==> src/rtl/load_store_queue.sv <==
// load_store_queue: in-order LD/ST request FIFO with a fixed per-access
// memory latency. Each head entry waits MEM_LATENCY cycles, then done_bit
// pulses for one cycle while the head fields are presented, and the entry
// is popped on the following edge.
//
// Ports:
//   clk, reset            - rising-edge clock, synchronous active-high reset
//   queue_write_en        - enqueue request (dropped when full and not popping)
//   instr_bit             - request type: 0 = LD, 1 = ST
//   addr_in/data_in/rd_in - request address, store data, LD destination register
//   full/empty/count      - occupancy status
//   done_bit              - head access completes this cycle
//   instr_bit_out, mem_addr, mem_wdata, reg_waddr
//                         - head entry fields, all zero while empty
//   overflow              - sticky dropped-request flag (LSQ_OVERFLOW_FLAG_EN only)
//
// Optional feature macro: LSQ_OVERFLOW_FLAG_EN
module load_store_queue #(
    parameter int unsigned DEPTH       = 8,
    parameter int unsigned ADDR_W      = 8,
    parameter int unsigned DATA_W      = 16,
    parameter int unsigned REG_W       = 4,
    parameter int unsigned MEM_LATENCY = 2
) (
    input  logic                         clk,
    input  logic                         reset,
    input  logic                         queue_write_en,
    input  logic                         instr_bit,
    input  logic [ADDR_W-1:0]            addr_in,
    input  logic [DATA_W-1:0]            data_in,
    input  logic [REG_W-1:0]             rd_in,
    output logic                         full,
    output logic                         empty,
    output logic [$clog2(DEPTH+1)-1:0]   count,
    output logic                         done_bit,
    output logic                         instr_bit_out,
    output logic [ADDR_W-1:0]            mem_addr,
    output logic [DATA_W-1:0]            mem_wdata,
    output logic [REG_W-1:0]             reg_waddr
`ifdef LSQ_OVERFLOW_FLAG_EN
    ,
    output logic                         overflow
`endif
);

    localparam int unsigned PTR_W = $clog2(DEPTH);
    localparam int unsigned CNT_W = $clog2(DEPTH + 1);
    localparam int unsigned LAT_W = (MEM_LATENCY > 1) ? $clog2(MEM_LATENCY) : 1;
    localparam logic [LAT_W-1:0] LAT_RELOAD = LAT_W'(MEM_LATENCY - 1);

    typedef struct packed {
        logic              is_store;
        logic [ADDR_W-1:0] addr;
        logic [DATA_W-1:0] data;
        logic [REG_W-1:0]  rd;
    } entry_t;

    typedef enum logic [1:0] {
        S_IDLE = 2'd0,
        S_WAIT = 2'd1,
        S_DONE = 2'd2
    } state_t;

    state_t           state_q;
    logic [LAT_W-1:0] cnt_q;
    logic [PTR_W-1:0] head_q, head_d;
    logic [PTR_W-1:0] tail_q, tail_d;
    logic [CNT_W-1:0] count_q, count_d;
    entry_t           mem_q [DEPTH];
    entry_t           head_entry;
    logic             pop;
    logic             accept;

    // Occupancy status straight from the count register
    assign full  = (count_q == CNT_W'(DEPTH));
    assign empty = (count_q == '0);
    assign count = count_q;

    // Pop happens on the edge that ends the DONE cycle; a full queue still
    // accepts on that edge because the head slot is being freed.
    always_comb begin
        pop     = (state_q == S_DONE);
        accept  = queue_write_en && (!full || pop);
        count_d = count_q + CNT_W'(accept) - CNT_W'(pop);
        head_d  = pop    ? head_q + PTR_W'(1) : head_q;
        tail_d  = accept ? tail_q + PTR_W'(1) : tail_q;
    end

    // Entry storage; contents are don't-care until written, so no reset
    always_ff @(posedge clk) begin
        if (accept) begin
            mem_q[tail_q] <= '{is_store: instr_bit, addr: addr_in, data: data_in, rd: rd_in};
        end
    end

    // Pointers, occupancy and the latency FSM
    always_ff @(posedge clk) begin
        if (reset) begin
            state_q <= S_IDLE;
            cnt_q   <= '0;
            head_q  <= '0;
            tail_q  <= '0;
            count_q <= '0;
        end else begin
            head_q  <= head_d;
            tail_q  <= tail_d;
            count_q <= count_d;
            case (state_q)
                S_IDLE: begin
                    if (!empty) begin
                        state_q <= S_WAIT;
                        cnt_q   <= LAT_RELOAD;
                    end
                end
                S_WAIT: begin
                    if (cnt_q == '0) begin
                        state_q <= S_DONE;
                    end else begin
                        cnt_q <= cnt_q - LAT_W'(1);
                    end
                end
                S_DONE: begin
                    // Chain straight into the next access, counting any
                    // entry accepted on this same edge.
                    if (count_d != '0) begin
                        state_q <= S_WAIT;
                        cnt_q   <= LAT_RELOAD;
                    end else begin
                        state_q <= S_IDLE;
                    end
                end
                default: begin
                    state_q <= S_IDLE;
                end
            endcase
        end
    end

    assign done_bit   = (state_q == S_DONE);
    assign head_entry = mem_q[head_q];

    // Head fields are masked to zero while the queue is empty
    always_comb begin
        instr_bit_out = 1'b0;
        mem_addr      = '0;
        mem_wdata     = '0;
        reg_waddr     = '0;
        if (!empty) begin
            instr_bit_out = head_entry.is_store;
            mem_addr      = head_entry.addr;
            mem_wdata     = head_entry.data;
            reg_waddr     = head_entry.rd;
        end
    end

`ifdef LSQ_OVERFLOW_FLAG_EN
    logic overflow_q;

    // Sticky record of any enqueue lost to a full queue
    always_ff @(posedge clk) begin
        if (reset) begin
            overflow_q <= 1'b0;
        end else if (queue_write_en && !accept) begin
            overflow_q <= 1'b1;
        end
    end

    assign overflow = overflow_q;
`endif

endmodule

==> config.mk <==
export PLATFORM = sky130hd
export DESIGN_NAME = load_store_queue
export DESIGN_NICKNAME = d
export VERILOG_FILES = /design/src/rtl/load_store_queue.sv
export SDC_FILE = /design/constraint.sdc
export NUM_CORES = 1
export LEC_CHECK = 0
export CAP_MARGIN = 10
export CORE_ASPECT_RATIO = 0.75
export CORE_MARGIN = 8
export CORE_UTILIZATION = 58
export DETAILED_ROUTE_END_ITERATION = 8
export MAX_ROUTING_LAYER = met4
export PLACE_DENSITY = 0.82
export RECOVER_POWER = 50
export SLEW_MARGIN = 40
export SYNTH_ARGS = -nofsm -noshare
export SYNTH_HDL_FRONTEND = slang
export SYNTH_SLANG_ARGS = --single-unit
==> constraint.sdc <==
create_clock -name clk -period 4.3 [get_ports clk]
set_input_delay 0.86 -clock clk [delete_from_list [all_inputs] [get_ports clk]]
set_output_delay 0.86 -clock clk [all_outputs]
set_load 0.01 [all_outputs]
==> results.json, run 1 <==
{
  "rsz0062_at_grt": "false",
  "rows": 41,
  "first_pass_iters": 4,
  "path_clk_slew_ns": 0.06,
  "final_layout_size_suffix_gt1_share_pct": 17.7,
  "layout_setup_ws_ns": 0.530,
  "die_h_um": 128,
  "insertion_delay_ns": 0.51,
  "ys_seq_area_share_pct": 75.5,
  "cp_cell_sequence": "buf_12, mux4_1, mux2i_1, nor2_1, clkdlybuf4s50_1",
  "worstSetupPathType": "reg -> out",
  "end_kind": "primary output",
  "tritoncts": "built",
  "cp.required_ns": 3.44,
  "cp.arrival_ns": 2.91,
  "rr_worst_depth": 7,
  "crit_path_start_kind": "flip-flop",
  "outcome": "finished, final reports clean",
  "cts.sinks": 248,
  "syn-instance-count": 456,
  "grt_use_total_pct": 18.2,
  "hold_viol_final": 0,
  "power_density_nw_per_um2": 531,
  "hold_path_class": "reg -> reg",
  "slew_headroom_pct": 21.1,
  "core-area_um2": 16600,
  "boundaryPins": 68,
  "worst-path-buf-inv": 2,
  "final_nets": 583,
  "wl_um": 18100,
  "grt_pass1_wl_um": 28200,
  "fin_crit_sh_pct": 87.7,
  "drv_cap": 0,
  "syn_nets": 496,
  "dp_slack_ns": 1.02,
  "die_w_um": 165,
  "setup_viol": 0,
  "dp_hpwl_um": 10200,
  "htree_levels": 1,
  "drt_iter0_markers": 405,
  "yosys_warnings": 0,
  "min_delay_path_depth": 1,
  "wl_per_cell_um": 23.4,
  "path_depth": 5,
  "ctsResizeCount": 0,
  "synth_cell_type_count": 34,
  "root_buffer": "clkbuf_16",
  "initial_core_util_pct": 58.3,
  "critPathSlowestCell": "dfxtp_4",
  "period_needed_ns": 3.77,
  "die_area_um2": 21100,
  "critPathMaxStageDelay_ns": 0.74,
  "peakVddDrop_v": 0.000328,
  "viasPerCell": 5.97,
  "diodes": 0,
  "cts_buffers": 24,
  "grt_pass1_vias": 4917,
  "num_vias": 4614,
  "skew_ns": 0.00752,
  "netlist_area_um2": 9650,
  "grt_overflow": 0,
  "ys_ff_latch": 248,
  "tns_ns": 0,
  "critical_path.top_delay_family": "buffers and inverters",
  "place_congestion": 0.771,
  "hold_buffers": 0,
  "place_inst": 732,
  "ant_nets": 0,
  "worstPathMaxFanout": 31,
  "syn_to_final_growth_pct": 17.6,
  "clockBufferDepth": 3,
  "maxSlewViolCount": 0,
  "max_freq_mhz": 265,
  "portBuffers": 67,
  "postCtsSetupRepairBufs": 0,
  "antenna_found_initial": 0,
  "tightest_slew_ns": 1.18,
  "layout.cells.non_filler": 773,
  "leakage_uw": 0.00360,
  "avgSynthCellArea_um2": 21.2,
  "drc": 0,
  "grt_max_degree": 59
}
-- stage by stage --
| stage | area, um^2 | utilization [%] | hold slack, ns | total power, uW |
|---|---|---|---|---|
| final | 11400 | 68.5 | 0.433 | 6030 |
| after global routing | 11400 | 68.5 | 0.473 | 6260 |
| after CTS | 11400 | 68.6 | 0.435 | 6100 |
| after detailed placement | 10600 | 64.1 | 0.427 | 4100 |
| after global placement | 10600 | 64.1 | 0.408 | 4060 |
| after floorplan | 9650 | - | 0.402 | 3530 |
-- final timing paths --
check	from	endpoint	slack, ns
max	flip-flop	mem_addr[7]	0.53
min	cnt_q$_SDFFE_PP0P_	state_q[1]$_SDFFE_PP0P_	0.43
max reg2reg	count[2]$_SDFF_PP0_	mem_q[6][27]$_DFFE_PP_	1.05
min reg2reg	cnt_q$_SDFFE_PP0P_	state_q[1]$_SDFFE_PP0P_	0.43
-- layout make-up --
class | count | area (um^2)
sequential | 248 | 7290
timing repair buffer | 81 | 788
fill | 1021 | 5220
multi-input combinational | 179 | 2220
clock buffer | 32 | 652
inverter | 9 | 33.8
tap | 215 | 269
clock inverter | 9 | 93.8
-- routing by layer --
metal  vias to the layer above  GRT usage [%]  routed length [um]
li1                       2034              -                   -
met4                         0           4.18                 379
met5                         -              -                   0
met2                       166           28.8                8890
met3                        39           3.56                1320
met1                      2375           24.2                7510
-- where the power goes --
group	internal [uW]	switching, uW	total, uW
Combinational	592	575	1170
Sequential	2780	79.0	2860
Clock	1180	826	2000
Total	4550	1480	6030
-- synthesized netlist by cell type, drive strengths merged --
master	count	area, um^2
nor3	4	20.0
or3b	1	8.76
o22ai	1	6.26
nand2b	7	43.8
o211ai	2	15.0
inv	9	33.8
o21ai	3	15.0
or2	1	6.26
nor2b	1	6.26
edfxtp	232	6970
nand2	6	22.5
o21ba	1	10.0
nor2	43	161
fa	1	20.0
xnor2	1	8.76
mux4	58	1370
dfxtp	16	320
clkbuf	9	41.3
mux2i	30	300
nor3b	1	7.51
nand3	2	10.0
nand4b	1	8.76
ha	7	87.6
a21oi	4	20.0
and3	1	6.26
buf	11	114
xor2	3	26.3
-- flip-flops by register name, indices dropped and copies added, names as in the netlist, named ones only --
name     count
cnt_q        1
count        4
head_q       3
mem_q      232
state_q      2
tail_q       3
-- cell families after synthesis --
group / synth area share, %
multiplexers: 17.3
adder cells (fa/ha/maj): 1.11
XOR/XNOR: 0.363
flip-flops: 75.5
AO/OA/AOI/OAI: 0.687
buffers and inverters: 1.96
AND/OR/NAND/NOR: 3.12
-- placed cells by master, fill, tap and decap left out, drive strengths merged, types with 3 or more instances in the layout --
cell / netlist / final
clkinv: 0 / 7
nor2: 43 / 43
a21oi: 4 / 4
mux4: 58 / 58
nand2b: 7 / 7
inv: 9 / 9
nand2: 6 / 6
ha: 7 / 7
o21ai: 3 / 3
dlygate4sd3: 0 / 32
buf: 11 / 14
dfxtp: 16 / 16
edfxtp: 232 / 232
nor3: 4 / 4
clkdlybuf4s50: 0 / 35
mux2i: 30 / 30
clkbuf: 9 / 32
xor2: 3 / 3
Power figures use the tool's default switching activity.
==> run 2, diff against run 1 <==
- GPL_ROUTABILITY_DRIVEN: not set -> 0
==> results of run 2 <==
Same layout as run 1: the final DEF is identical, and so are final timing and power.
